## config.mk

```make
export PLATFORM = sky130hd
export DESIGN_NAME = bit_debounce_edge
export DESIGN_NICKNAME = d
export VERILOG_FILES = /design/src/rtl/bit_debounce_edge_pkg.sv /design/src/rtl/bit_debounce_edge_sync2.sv /design/src/rtl/bit_debounce_edge.sv
export SDC_FILE = /design/constraint.sdc
export NUM_CORES = 1
export LEC_CHECK = 0
export ABC_AREA = 1
export ABC_CLOCK_PERIOD_IN_PS = 2700
export BUFFER_PORTS_ARGS = -buffer_cell sky130_fd_sc_hd__buf_4
export CORE_ASPECT_RATIO = 1.4
export CORE_MARGIN = 3
export CORE_UTILIZATION = 40
export CTS_CLUSTER_SIZE = 14
export DETAILED_ROUTE_END_ITERATION = 8
export GPL_TIMING_DRIVEN = 0
export SLEW_MARGIN = 20
export SYNTH_ARGS = -nofsm -noshare
export SYNTH_HDL_FRONTEND = slang
export SYNTH_SLANG_ARGS = --single-unit
```

## constraint.sdc

```tcl
create_clock -name clk -period 2.7 [get_ports clk]
set_input_delay 0.54 -clock clk [delete_from_list [all_inputs] [get_ports clk]]
set_output_delay 0.54 -clock clk [all_outputs]
set_load 0.005 [all_outputs]
```

## src/rtl/bit_debounce_edge_pkg.sv

```systemverilog
// Shared constants for the debounced single-bit input path.
// Also provides the sizing helper for the debounce counter.
package bit_debounce_edge_pkg;

    localparam int   DEBOUNCE_CYCLES_DEFAULT = 4;
    localparam int   COUNT_W_DEFAULT         = 8;
    localparam logic STABLE_RST              = 1'b0;

    // Smallest width that can hold cycles-1; never below one bit.
    function automatic int cnt_width(input int cycles);
        return (cycles > 1) ? $clog2(cycles) : 1;
    endfunction

endpackage

```

## src/rtl/bit_debounce_edge_sync2.sv

```systemverilog
// Two-flop synchroniser for a single asynchronous bit, reset to 0.
// Latency 2 edges, free running, no backpressure.
module bit_sync2 (
    input  logic clk,
    input  logic rst,
    input  logic d,
    output logic q
);

    logic meta;

    always_ff @(posedge clk or posedge rst) begin
        if (rst) begin
            meta <= 1'b0;
            q    <= 1'b0;
        end else begin
            meta <= d;
            q    <= meta;
        end
    end

endmodule

```

## src/rtl/bit_debounce_edge.sv

```systemverilog
// Synchronise, debounce and edge-detect one input bit; count stable transitions.
// Latency DEBOUNCE_CYCLES+2 edges from d_in to q_stable; no backpressure, en freezes the filter.
module bit_debounce_edge
    import bit_debounce_edge_pkg::*;
#(
    parameter int DEBOUNCE_CYCLES = DEBOUNCE_CYCLES_DEFAULT,
    parameter int COUNT_W         = COUNT_W_DEFAULT
) (
    input  logic               clk,
    input  logic               rst,
    input  logic               d_in,
    input  logic               en,
    input  logic               clr,
    output logic               q_stable,
    output logic               qb_stable,
    output logic               rise,
    output logic               fall,
    output logic [COUNT_W-1:0] trans_count
);

    localparam int               CNT_W   = cnt_width(DEBOUNCE_CYCLES);
    localparam logic [CNT_W-1:0] CNT_MAX = CNT_W'(DEBOUNCE_CYCLES - 1);

    logic               sync2;
    logic [CNT_W-1:0]   cnt;
    logic [CNT_W-1:0]   cnt_nxt;
    logic               q_nxt;
    logic               rise_nxt;
    logic               fall_nxt;
    logic [COUNT_W-1:0] tc_nxt;

    bit_sync2 u_sync (
        .clk (clk),
        .rst (rst),
        .d   (d_in),
        .q   (sync2)
    );

    always_comb begin
        cnt_nxt  = '0;
        q_nxt    = q_stable;
        rise_nxt = 1'b0;
        fall_nxt = 1'b0;
        // Any cycle where the input agrees with the stable level discards the partial count.
        if (en && (sync2 != q_stable)) begin
            if (cnt == CNT_MAX) begin
                q_nxt    = sync2;
                rise_nxt = sync2;
                fall_nxt = ~sync2;
            end else begin
                cnt_nxt = cnt + 1'b1;
            end
        end

        tc_nxt = trans_count;
        if (clr) begin
            tc_nxt = '0;
        end else if (rise_nxt || fall_nxt) begin
            tc_nxt = trans_count + 1'b1;
        end
    end

    always_ff @(posedge clk or posedge rst) begin
        if (rst) begin
            cnt         <= '0;
            q_stable    <= STABLE_RST;
            qb_stable   <= ~STABLE_RST;
            rise        <= 1'b0;
            fall        <= 1'b0;
            trans_count <= '0;
        end else begin
            cnt         <= cnt_nxt;
            q_stable    <= q_nxt;
            qb_stable   <= ~q_nxt;
            rise        <= rise_nxt;
            fall        <= fall_nxt;
            trans_count <= tc_nxt;
        end
    end

endmodule

```

==> summary.txt, run 1 <==
GRT
  • Congestion Overflow GR: 0
  • Global routing usage summed across all routing layers: 14.2%
  • Pin count of the biggest net entering global routing: 17
  • First-pass GRT wire length: 2.66 mm
  • Number of antenna violations at the first check in global routing: 0
  • Via count of the first global-routing pass: 627

Power
  • Pwr/cell area: 498 mW/mm2
  • Total design power: 0.456 mW
  • LEAKAGE: 0.507 nW
  • IR Drop Worst-Case VDD: 0.281 mV

Route
  • Number of vias in the routed layout: 595
  • Vias per cell: 4.80
  • Routed WL: 1.38 mm
  • DRT antenna net count: 0
  • Routed wirelength normalized by instance count: 11.1 um
  • First-pass detailed-route iteration total: 4
  • Detailed Route Iter0 Violations: 2
  • DRC violations left: 0

Timing
  • Final critical-path required period: 1.44 ns
  • Worst clock skew: 0.00139 ns
  • Worst hold margin: 0.320 ns
  • Max_slew headroom: 59.9%
  • RSZ-0062 raised after global routing: false
  • Number of slew-limit violations in the final report: 0
  • Hold violation count in the final report: 0
  • Maximum clock rate: 0.692 GHz
  • Slew at the pin closest to its max-slew limit: 0.600 ns
  • Number of failing setup endpoints in the final timing report: 0
  • Period utilisation layout: 53.5%
  • Final TNS setup: 0 ns

Clock tree
  • Clock tree from TritonCTS: built
  • H-tree depth: 1
  • Number of clock buffers inserted by TritonCTS: 3
  • Clock-pin transition on the worst setup and hold timing paths: 0.09 ns
  • Clk Tree Root Cell: sky130_fd_sc_hd__clkbuf_4
  • Hold_buf cts: 0
  • Number of clock sinks: 16
  • Post-cts sizing count: 0
  • Source-to-sink clock delay at the later pin of the worst-skew pair: 0.28 ns
  • Post-CTS Repair Setup Buffers: 0
  • Maximum clock path buffer count: 2

Status
  • Result of the run: completed

Floorplanning
  • Die Span Y: 56.7 um
  • Initial Utilization: 44.3%
  • Core area: 0.00166 mm2
  • Placement row count: 17
  • Width of the die: 42.2 um
  • Die area: 0.00239 mm2
  • IO Pins: 17

Critical path
  • Crit path largest cell delay: 0.46 ns
  • Cell Chain, Critical Path: buf_4
  • Worst Path Required: 2.16 ns
  • Cell family with most CP delay: flip-flops
  • Depth of the worst register-to-register path: 6
  • Highest net fanout along the worst path: 6
  • Startpoint of the worst register-to-register path: cnt[0]
  • Worst endpoint data arrival time: 0.90 ns
  • Number of buffers and inverters on the critical path: 1
  • Endpoint of the worst register-to-register path: trans_count[5]
  • Critical path type: flip-flop to primary output
  • Flop2flop setup slack: 1.40 ns
  • CP max stage cell: sky130_fd_sc_hd__dfrtp_1
  • Critical Path Source Type: flip-flop
  • Setup crit end kind: primary output

Synth
  • Area share of and/or/nand/nor cells after synthesis: 28.4%
  • Top cells by area in the synthesized netlist: sky130_fd_sc_hd__dfrtp_1, sky130_fd_sc_hd__nand2_1, sky130_fd_sc_hd__inv_1
  • Post-Synthesis Cell Area: 734 um2
  • Post-synthesis compound-gate area fraction: 4.09%
  • Share of synthesized cell area in full adder, half adder and majority cells: 3.41%
  • Yosys Warn Count: 0
  • Multiplexer area fraction after synthesis: 0%
  • Post-synthesis net count: 92
  • Cell type contributing the most total cell area after synthesis: sky130_fd_sc_hd__dfrtp_1
  • Post-synthesis cell count: 85
  • Share of the synthesized area in the top cell type: 51.1%
  • Xor and xnor area share after synthesis: 1.19%
  • Dominant combinational cell family by area after synthesis: simple AND/OR/NAND/NOR gates
  • Average instance area after synthesis: 8.64 um2
  • Synth Register Bits: 16
  • Number of distinct library cells after synthesis: 15
  • Sequential element share of the synthesized area: 54.7%

Placement
  • Placer congestion estimate: 0.783
  • Placed Cells: 120
  • Final HPWL DP: 1.05 mm
  • Number of I/O port buffers: 16

Layout
  • Layout Nets: 113
  • Fill cell total of the finished layout: 173
  • Share of final-layout standard cells stronger than drive strength 1: 23.8%
  • Layout Utilization: 55.1%
  • Count of antenna diodes in the layout: 0
  • Layout overhead on the synthesized area: 24.5%
  • Finished Layout Cells: 124

Hold path
  • Class of the worst hold path: input port to asynchronous set/reset pin

Job
  • Number of max-capacitance violations reported: 0
==> cell type report <==
type / instances / area, um2 / share of cell area [%]
Buffer: 1 / 11.3 / 1.23
Multi-Input combinational cell: 55 / 273 / 29.8
Timing Repair Buffer: 16 / 120 / 13.1
Tap cell: 19 / 23.8 / 2.60
Clock buffer: 4 / 36.3 / 3.97
Sequential cell: 16 / 402 / 43.9
Inverter: 13 / 48.8 / 5.34
==> through the flow <==
stage,setup slack (ns),instance area [um2]
4_1_cts,1.24,915
6_report,1.26,915
3_5_place_dp,1.36,878
3_3_place_gp,1.34,878
2_1_floorplan,1.52,734
5_1_grt,1.21,915
==> how the worst max path moves through the flow <==
stage	start	endpoint	slack [ns]	cells after the start
floorplan	cnt[0]	trans_count[2]	1.52	6
global placement	clr	trans_count[7]	1.34	6
detailed placement	en	trans_count[5]	1.36	7
CTS	qb_stable	qb_stable	1.24	1
global route	q_stable	q_stable	1.21	1
finish	q_stable	q_stable	1.26	1
==> cells in the mapped netlist (all sizes together) <==
| library cell | number |
|---|---|
| nand2 | 20 |
| dfrtp | 15 |
| inv | 13 |
| nor2 | 12 |
| nand3 | 9 |
| a21oi | 5 |
| nand4 | 3 |
| ha | 2 |
| nor3 | 2 |
| buf | 1 |
| dfstp | 1 |
| o21ai | 1 |
| xor2 | 1 |
==> logic make-up (layout without fill, tap and decap cells) <==
group | after synthesis | in the layout
xor+xnor | 1 | 1
simple gates | 46 | 46
flops | 16 | 16
compound gates | 6 | 6
fa+ha+maj | 2 | 2
buf+inv | 14 | 34
==> placed cells by master, fill, tap and decap left out <==
master / Yosys / routed
sky130_fd_sc_hd__ha_1: 2 / 2
sky130_fd_sc_hd__a21oi_1: 5 / 5
sky130_fd_sc_hd__nor3_1: 2 / 2
sky130_fd_sc_hd__buf_6: 1 / 1
sky130_fd_sc_hd__inv_1: 13 / 13
sky130_fd_sc_hd__nand4_1: 1 / 1
sky130_fd_sc_hd__buf_4: 0 / 16
sky130_fd_sc_hd__nand3_1: 9 / 9
sky130_fd_sc_hd__dfstp_2: 1 / 1
sky130_fd_sc_hd__dfrtp_1: 15 / 15
sky130_fd_sc_hd__o21ai_0: 1 / 1
sky130_fd_sc_hd__nand2_1: 19 / 19
sky130_fd_sc_hd__clkbuf_4: 0 / 3
sky130_fd_sc_hd__clkbuf_8: 0 / 1
sky130_fd_sc_hd__xor2_1: 1 / 1
sky130_fd_sc_hd__nand4_2: 2 / 2
sky130_fd_sc_hd__nor2_1: 12 / 12
sky130_fd_sc_hd__nand2_2: 1 / 1
==> report_power, final <==
group / switching [mW] / leakage (nW) / total, mW / internal (mW)
sequential: 0.00897 / 0.214 / 0.261 / 0.252
combinational: 0.0223 / 0.273 / 0.0409 / 0.0186
clock: 0.0715 / 0.0210 / 0.154 / 0.0820
==> per-layer routing <==
| layer | part of all wire [%] | vias to the layer above | GRT usage, % | wire length (um) |
|---|---|---|---|---|
| met3 | 5.2 | 2 | 2.24 | 72 |
| li1 | - | 307 | - | - |
| met5 | 0 | - | 0 | 0 |
| met1 | 41 | 274 | 16.2 | 560 |
| met2 | 53 | 12 | 23.7 | 727 |
| met4 | 1.1 | 0 | 9.33 | 15 |
==> sequential cells by signal, indices dropped and copies added, names as in the netlist <==
| register | cells |
|---|---|
| qb_stable | 1 |
| u_sync.meta | 1 |
| q_stable | 1 |
| rise | 1 |
| u_sync.q | 1 |
| trans_count | 8 |
| fall | 1 |
| cnt | 2 |
No activity file was read; power rests on OpenSTA's default activity.
==> inputs of run 2 (changes only) <==
--- a/config.mk
+++ b/config.mk
@@ -5,10 +5,9 @@
 export SDC_FILE = /design/constraint.sdc
 export NUM_CORES = 1
 export LEC_CHECK = 0
-export ABC_AREA = 1
-export ABC_CLOCK_PERIOD_IN_PS = 2700
+export ABC_AREA = 0
+export ABC_CLOCK_PERIOD_IN_PS = 1300
 export BUFFER_PORTS_ARGS = -buffer_cell sky130_fd_sc_hd__buf_4
-export CORE_ASPECT_RATIO = 1.4
 export CORE_MARGIN = 3
 export CORE_UTILIZATION = 40
 export CTS_CLUSTER_SIZE = 14
==> constraint.sdc (replaced) <==
create_clock -name clk -period 1.3 [get_ports clk]
set_input_delay 0.26 -clock clk [delete_from_list [all_inputs] [get_ports clk]]
set_output_delay 0.26 -clock clk [all_outputs]
set_load 0.005 [all_outputs]
==> summary.txt, run 2 <==
Route
  • Number of vias in the routed layout: 604 (was 595)
  • DRC violations left: 0 (unchanged)
  • Vias per cell: 5.21 (was 4.80)
  • DRT antenna net count: 0 (unchanged)
  • Routed wirelength normalized by instance count: 14.7 um (was 11.1 um)
  • Routed WL: 1.70 mm (was 1.38 mm)
  • Detail Route met2 WL: 908 um (was 727 um)
  • Highest metal used: met3 (was met4)
  • Met3 Routed Length: 73 um (was 72 um)
  • First-pass detailed-route iteration total: 4 (unchanged)
  • Detailed Route Iter0 Violations: 10 (was 2)
  • Sum of routed wire segments on met1: 718 um (was 560 um)

Layout
  • Fill cell total of the finished layout: 130 (was 173)
  • Layout overhead on the synthesized area: 47.1% (was 24.5%)
  • Area taken by flip-flops and latches: 404 um2 (was 402 um2)
  • Share of final-layout standard cells stronger than drive strength 1: 46.7% (was 23.8%)
  • Reg with most FFs: trans_count (unchanged)
  • Max reg flops: 8 (unchanged)
  • Largest registers: trans_count (8), cnt (2) (unchanged)
  • Count of antenna diodes in the layout: 0 (unchanged)
  • Commonest cells after routing, fill and taps aside: sky130_fd_sc_hd__buf_4, sky130_fd_sc_hd__dfrtp_1, sky130_fd_sc_hd__a21oi_1, sky130_fd_sc_hd__or4_1, sky130_fd_sc_hd__buf_6 (was sky130_fd_sc_hd__nand2_1, sky130_fd_sc_hd__buf_4, sky130_fd_sc_hd__dfrtp_1, sky130_fd_sc_hd__inv_1, sky130_fd_sc_hd__nor2_1)
  • Layout Nets: 100 (was 113)
  • Most common cell after layout, fill and taps aside: sky130_fd_sc_hd__buf_4 (was sky130_fd_sc_hd__nand2_1)
  • Multi-input gate area: 355 um2 (was 273 um2)
  • Final design area excluding fillers: 0.00105 mm2 (was 915 um2)

Placement
  • Number of I/O port buffers: 15 (was 16)
  • Final HPWL DP: 1.04 mm (was 1.05 mm)
  • Placed standard-cell area: 881 um2 (was 878 um2)
  • Placer congestion estimate: 0.737 (was 0.783)
  • Setup WS pre-CTS: -0.288 ns (was 1.36 ns)

GRT
  • First-pass GRT wire length: 3.00 mm (was 2.66 mm)
  • Via count of the first global-routing pass: 640 (was 627)
  • Number of antenna violations at the first check in global routing: 0 (unchanged)
  • Congestion Overflow GR: 0 (unchanged)
  • Pin count of the biggest net entering global routing: 17 (unchanged)
  • Global routing usage summed across all routing layers: 16.1% (was 14.2%)

Critical path
  • Startpoint of the worst register-to-register path: q_stable (was cnt[0])
  • Total stage count of the critical path: 4 (was 1)
  • Flop2flop setup slack: -0.13 ns (was 1.40 ns)
  • Highest net fanout along the worst path: 6 (unchanged)
  • Critical Path Source Type: flip-flop (unchanged)
  • Setup crit end kind: flip-flop (was primary output)
  • Cell family with most CP delay: flip-flops (unchanged)
  • Worst Path Required: 1.48 ns (was 2.16 ns)
  • Critical path type: flip-flop to flip-flop (was flip-flop to primary output)
  • Crit path largest cell delay: 0.45 ns (was 0.46 ns)
  • CP max stage cell: sky130_fd_sc_hd__dfrtp_2 (was sky130_fd_sc_hd__dfrtp_1)
  • Number of buffers and inverters on the critical path: 1 (unchanged)
  • Worst endpoint data arrival time: 1.61 ns (was 0.90 ns)
  • Cell Chain, Critical Path: xnor2_4 -> buf_6 -> nor4_4 -> mux2_4 (was buf_4)
  • Endpoint of the worst register-to-register path: trans_count[7] (was trans_count[5])
  • Depth of the worst register-to-register path: 4 (was 6)

Clock tree
  • Number of clock sinks: 16 (unchanged)
  • H-tree depth: 1 (unchanged)
  • Clock tree from TritonCTS: built (unchanged)
  • Clock-pin transition on the worst setup and hold timing paths: 0.10 ns (was 0.09 ns)
  • Source-to-sink clock delay at the later pin of the worst-skew pair: 0.28 ns (about the same)
  • Number of clock buffers inserted by TritonCTS: 3 (unchanged)
  • Maximum clock path buffer count: 2 (unchanged)
  • Clk Tree Root Cell: sky130_fd_sc_hd__clkbuf_4 (unchanged)
  • Hold_buf cts: 0 (unchanged)

Timing
  • Number of slew-limit violations in the final report: 0 (unchanged)
  • Max_slew headroom: 58.7% (was 59.9%)
  • Hold violation count in the final report: 0 (unchanged)
  • Period utilisation layout: 110%
  • Maximum clock rate: 0.697 GHz
  • Slew at the pin closest to its max-slew limit: 0.619 ns (was 0.600 ns)
  • Worst clock skew: 0.0104 ns (was 0.00139 ns)
  • Number of failing setup endpoints in the final timing report: 7 (was 0)
  • Final critical-path required period: 1.43 ns
  • Final worst slack: -0.134 ns (was 1.26 ns)
  • RSZ-0062 raised after global routing: true (was false)
  • Final TNS setup: -0.626 ns (was 0 ns)

Synth
  • Sequential element share of the synthesized area: 56.0% (was 54.7%)
  • Average instance area after synthesis: 11.4 um2 (was 8.64 um2)
  • Share of the synthesized area in the top cell type: 52.4% (was 51.1%)
  • Post-synthesis cell count: 63 (was 85)
  • Synth Register Bits: 16 (unchanged)
  • Multiplexer area fraction after synthesis: 3.14% (was 0%)
  • Number of distinct library cells after synthesis: 25 (was 15)
  • Post-synthesis net count: 70 (was 92)
  • Xor and xnor area share after synthesis: 2.44% (was 1.19%)
  • Area share of and/or/nand/nor cells after synthesis: 19.2% (was 28.4%)
  • Cell type contributing the most total cell area after synthesis: sky130_fd_sc_hd__dfrtp_1 (unchanged)
  • Most common cell in the synthesized netlist: sky130_fd_sc_hd__dfrtp_1 (was sky130_fd_sc_hd__nand2_1)
  • Top cells by area in the synthesized netlist: sky130_fd_sc_hd__dfrtp_1, sky130_fd_sc_hd__o31ai_1, sky130_fd_sc_hd__or4_1 (was sky130_fd_sc_hd__dfrtp_1, sky130_fd_sc_hd__nand2_1, sky130_fd_sc_hd__inv_1)
  • Count of flip-flops with a built-in enable after synthesis: 0 (unchanged)
  • Post-synthesis compound-gate area fraction: 11.5% (was 4.09%)
  • Post-Synthesis Cell Area: 717 um2 (was 734 um2)
  • Most frequent cells after synthesis: sky130_fd_sc_hd__dfrtp_1, sky130_fd_sc_hd__a21oi_1, sky130_fd_sc_hd__o31ai_1, sky130_fd_sc_hd__or4_1 (was sky130_fd_sc_hd__nand2_1, sky130_fd_sc_hd__dfrtp_1, sky130_fd_sc_hd__inv_1)
  • Share of synthesized cell area in full adder, half adder and majority cells: 3.49% (was 3.41%)
  • Async set-or-reset flop fraction in the synthesized netlist: 100% (unchanged)
  • Yosys Warn Count: 0 (unchanged)
  • Main flop type after synthesis: sky130_fd_sc_hd__dfrtp_1 (unchanged)
  • Dominant combinational cell family by area after synthesis: simple AND/OR/NAND/NOR gates (unchanged)

Floorplanning
  • Die Span Y: 48.3 um (was 56.7 um)
  • Core area: 0.00159 mm2 (was 0.00166 mm2)
  • Die area: 0.00234 mm2 (was 0.00239 mm2)
  • IO Pins: 17 (unchanged)
  • Width of the die: 48.3 um (was 42.2 um)
  • Initial Utilization: 45.0% (was 44.3%)
  • Placement row count: 14 (was 17)

Power
  • Clock group share of total power: 25.8% (was 33.7%)
  • IR Drop Worst-Case VDD: 0.987 mV (was 0.281 mV)
  • Switching share of power: 27.0% (was 22.6%)
  • LEAKAGE: 0.474 nW (was 0.507 nW)
  • Design internal power: 0.765 mW (was 0.353 mW)
  • Net switching power: 0.283 mW (was 0.103 mW)
  • Share of total power in sequential cells: 52.8% (was 57.3%)
  • Pwr/cell area: 993 mW/mm2 (was 498 mW/mm2)
  • Part of the power in combinational logic: 21.4% (was 9.0%)

Status
  • Result of the run: finished with violations (was completed)
  • Violated checks: setup timing

Hold path
  • Class of the worst hold path: input port to asynchronous set/reset pin (unchanged)

Job
  • Number of max-capacitance violations reported: 0 (unchanged)
-- run 2: cell count changes in the layout (fill, tap and decap cells not counted), sizes merged, moves of 2 or more --
cell and delta:
nand2 -17, nor2 -11, buf +10, inv -10
nand3 -6, o31ai +5, or4 +5, a21oi +2
mux2 +2
-- run 2: worst max-delay path by stage --
stage | startpoint | to | slack, ns
2_1_floorplan | cnt[0] | trans_count[7] | -0.12
3_5_place_dp | cnt[0] | trans_count[7] | -0.29
3_3_place_gp | cnt[0] | trans_count[7] | -0.26
5_1_grt | cnt[0] | trans_count[7] | -0.20
6_report | q_stable | trans_count[7] | -0.13
4_1_cts | q_stable | trans_count[7] | -0.15
-- run 2: per-layer routing --
| metal | vias to the layer above | track usage (%) |
|---|---|---|
| met1 | 297 | 20.8 |
| met4 | 0 | 4.74 |
| met2 | 15 | 26.6 |
| met5 | - | 0 |
| met3 | 0 | 4.29 |
| li1 | 292 | - |
-- run 2: timing repair --
item | in CTS | in global routing
gates cloned | 1 | 0
gates resized for setup | 10 | 5
buffers inserted | 8 | 1
setup endpoints to repair | 9 | 11
pin swaps | 10 | 2
-- run 2: power groups by stage --
stage	Combinational (mW)	Clock, mW	Sequential, mW
2_1_floorplan	0.0949	0	0.559
3_3_place_gp	0.150	0	0.560
3_5_place_dp	0.150	0	0.561
4_1_cts	0.216	0.282	0.554
5_1_grt	0.249	0.311	0.559
6_report	0.224	0.270	0.553
-- run 2: cell type report --
| type | count | share of cell area [%] |
|---|---|---|
| Clock buffer | 4 | 2.49 |
| Timing Repair Buffer | 25 | 18.9 |
| Sequential cell | 16 | 38.3 |
| Tap cell | 24 | 2.85 |
| Buffer | 3 | 2.73 |
| Inverter | 3 | 1.07 |
| Multi-Input combinational cell | 41 | 33.7 |
-- run 2: through the flow --
stage | util (%) | hold slack, ns | total power [mW] | cells
floorplan | - | 0.173 | 0.654 | 63
global placement | 55.3 | 0.336 | 0.709 | 102
detailed placement | 55.3 | 0.335 | 0.712 | 102
CTS | 64.4 | 0.0598 | 1.05 | 115
global route | 66.2 | 0.0593 | 1.12 | 116
finish | 66.2 | 0.0437 | 1.05 | 116
-- run 2: kinds of logic (layout without fill, tap and decap cells) --
kind of cell	after synthesis	count (layout)
XOR/XNOR	2	2
AND/OR/NAND/NOR	21	21
buffers and inverters	6	35
adder cells (fa/ha/maj)	2	2
flip-flops	16	16
AO/OA/AOI/OAI	14	14
multiplexers	2	2
==> inputs of run 3 (changes only) <==
--- a/config.mk
+++ b/config.mk
@@ -10,10 +10,11 @@
 export BUFFER_PORTS_ARGS = -buffer_cell sky130_fd_sc_hd__buf_4
 export CORE_MARGIN = 3
 export CORE_UTILIZATION = 40
-export CTS_CLUSTER_SIZE = 14
+export CTS_CLUSTER_SIZE = 40
 export DETAILED_ROUTE_END_ITERATION = 8
 export GPL_TIMING_DRIVEN = 0
-export SLEW_MARGIN = 20
+export SLEW_MARGIN = 25
 export SYNTH_ARGS = -nofsm -noshare
 export SYNTH_HDL_FRONTEND = slang
 export SYNTH_SLANG_ARGS = --single-unit
+export TNS_END_PERCENT = 20
==> summary.txt, run 3 (synthesis gave the netlist of run 2 again) <==
Timing
  • Final TNS setup: -0.644 ns (was -0.626 ns)
  • Final critical-path required period: 1.45 ns (was 1.43 ns)
  • Hold violation count in the final report: 0 (unchanged)
  • RSZ-0062 raised after global routing: true (unchanged)
  • Period utilisation layout: 112% (was 110%)
  • Worst clock skew: 0.00582 ns (was 0.0104 ns)
  • Max_slew headroom: 60.6% (was 58.7%)
  • Number of slew-limit violations in the final report: 0 (unchanged)
  • Slew at the pin closest to its max-slew limit: 0.590 ns (was 0.619 ns)
  • Number of failing setup endpoints in the final timing report: 7 (unchanged)
  • Final worst slack: -0.153 ns (was -0.134 ns)
  • Maximum clock rate: 0.688 GHz (was 0.697 GHz)

Route
  • Detailed Route Iter0 Violations: 9 (was 10)
  • Vias per cell: 5.28 (was 5.21)
  • Number of vias in the routed layout: 591 (was 604)
  • Routed WL: 1.49 mm (was 1.70 mm)
  • First-pass detailed-route iteration total: 4 (unchanged)
  • DRT antenna net count: 0 (unchanged)
  • DRC violations left: 0 (unchanged)
  • Routed wirelength normalized by instance count: 13.3 um (was 14.7 um)

Layout
  • Fill cell total of the finished layout: 134 (was 130)
  • Max reg flops: 8 (unchanged)
  • Commonest cells after routing, fill and taps aside: sky130_fd_sc_hd__buf_4, sky130_fd_sc_hd__dfrtp_1, sky130_fd_sc_hd__a21oi_1, sky130_fd_sc_hd__o31ai_1, sky130_fd_sc_hd__or4_1 (was sky130_fd_sc_hd__buf_4, sky130_fd_sc_hd__dfrtp_1, sky130_fd_sc_hd__a21oi_1, sky130_fd_sc_hd__or4_1, sky130_fd_sc_hd__buf_6)
  • Layout overhead on the synthesized area: 41.4% (was 47.1%)
  • Most common cell after layout, fill and taps aside: sky130_fd_sc_hd__buf_4 (unchanged)
  • Layout Nets: 96 (was 100)
  • Share of final-layout standard cells stronger than drive strength 1: 43.2% (was 46.7%)
  • Largest registers: trans_count (8), cnt (2) (unchanged)
  • Count of antenna diodes in the layout: 0 (unchanged)
  • Reg with most FFs: trans_count (unchanged)
  • Layout Utilization: 63.6% (was 66.2%)
  • Finished Layout Cells: 112 (was 116)

Power
  • Pwr/cell area: 1090 mW/mm2 (was 993 mW/mm2)
  • LEAKAGE: 0.452 nW (was 0.474 nW)
  • Total design power: 1.10 mW (was 1.05 mW)
  • IR Drop Worst-Case VDD: 0.745 mV (was 0.987 mV)

Placement
  • Placer congestion estimate: 0.759 (was 0.737)
  • Placed Cells: 102 (unchanged)
  • Setup WS pre-CTS: -0.272 ns (was -0.288 ns)
  • Number of I/O port buffers: 15 (unchanged)

Floorplanning
  • Die Span Y: 48.3 um (unchanged)
  • Width of the die: 48.3 um (unchanged)
  • Initial Utilization: 45.0% (unchanged)
  • Placement row count: 14 (unchanged)
  • Die area: 0.00234 mm2 (unchanged)
  • Core area: 0.00159 mm2 (unchanged)
  • IO Pins: 17 (unchanged)

Clock tree
  • Clk Tree Root Cell: sky130_fd_sc_hd__clkbuf_4 (unchanged)
  • Clock-pin transition on the worst setup and hold timing paths: 0.10 ns (about the same)
  • Source-to-sink clock delay at the later pin of the worst-skew pair: 0.28 ns (about the same)
  • Number of clock sinks: 16 (unchanged)
  • Hold_buf cts: 0 (unchanged)
  • Clock tree from TritonCTS: built (unchanged)
  • H-tree depth: 1 (unchanged)
  • Number of clock buffers inserted by TritonCTS: 3 (unchanged)
  • Maximum clock path buffer count: 2 (unchanged)

GRT
  • First-pass GRT wire length: 2.48 mm (was 3.00 mm)
  • Via count of the first global-routing pass: 560 (was 640)
  • Pin count of the biggest net entering global routing: 17 (unchanged)
  • Global routing usage summed across all routing layers: 14.0% (was 16.1%)
  • Congestion Overflow GR: 0 (unchanged)
  • Number of antenna violations at the first check in global routing: 0 (unchanged)

Critical path
  • Critical Path Source Type: flip-flop (unchanged)
  • Highest net fanout along the worst path: 6 (unchanged)
  • Depth of the worst register-to-register path: 3 (was 4)
  • Worst Path Required: 1.48 ns (about the same)
  • Worst endpoint data arrival time: 1.63 ns (was 1.61 ns)
  • Critical path type: flip-flop to flip-flop (unchanged)
  • CP max stage cell: sky130_fd_sc_hd__dfrtp_1 (was sky130_fd_sc_hd__dfrtp_2)
  • Setup crit end kind: flip-flop (unchanged)
  • Crit path largest cell delay: 0.44 ns (was 0.45 ns)
  • Cell Chain, Critical Path: nand3_1 -> nor4_4 -> mux2_4 (was xnor2_4 -> buf_6 -> nor4_4 -> mux2_4)

Status
  • Result of the run: finished with violations (unchanged)
  • Violated checks: setup timing (unchanged)

Job
  • Number of max-capacitance violations reported: 0 (unchanged)

Hold path
  • Class of the worst hold path: input port to asynchronous set/reset pin (unchanged)
-- run 3: changes by cell type in the layout (fill, tap and decap cells not counted), sizes merged --
| cell | change |
|---|---|
| buf | -3 |
| clkbuf | -1 |
-- run 3: timing repair --
item | CTS | global route
cloned | 0 | 0
gates resized for setup | 10 | 6
buffers inserted | 5 | 1
pin swaps | 8 | 2
setup endpoints to repair | 10 | 11
-- run 3: cell type report --
| cell class | instances | area [um2] | area share, % |
|---|---|---|---|
| buffer | 3 | 30.0 | 2.96 |
| clock buffer | 4 | 36.3 | 3.58 |
| inverter | 3 | 11.3 | 1.11 |
| multi-input combinational | 41 | 333 | 32.8 |
| sequential | 16 | 404 | 39.9 |
| tap | 24 | 30.0 | 2.96 |
| timing repair buffer | 21 | 169 | 16.7 |
-- run 3: worst max-delay path: cells and delay by family (launching register included) --
family	cells	cell delay, ns
simple gates	2	0.59
flops	1	0.44
mux	1	0.32
-- run 3: final timing paths --
check	from	end	slack, ns
setup / recovery	trans_count[2]	trans_count[7]	-0.15
hold / removal	rst	trans_count[7]	0.03
setup reg to reg	trans_count[2]	trans_count[7]	-0.15
hold reg to reg	u_sync.meta	u_sync.q	0.36
max in group asynchronous	rst	q_stable	0.85
min in group clk	d_in	u_sync.meta	0.07
-- run 3: power by group --
group          internal, mW  switching (mW)  leakage (nW)
Clock                 0.170           0.156        0.0210
Combinational         0.120           0.102         0.220
Sequential            0.529          0.0254         0.211
-- run 3: stage by stage --
stage	instance area (um2)	hold slack, ns
3_3_place_gp	871	0.335
3_5_place_dp	871	0.338
4_1_cts	986	0.0489
2_1_floorplan	728	0.173
5_1_grt	1010	0.0541
6_report	1010	0.0289
-- run 3: per-layer routing --
metal / track usage, % / share of wire, % / vias up
met5: 0 / 0 / -
met2: 20.2 / 44 / 18
met3: 6.13 / 5.8 / 4
met4: 9.95 / 2.5 / 0
li1: - / - / 286
met1: 16.6 / 48 / 283
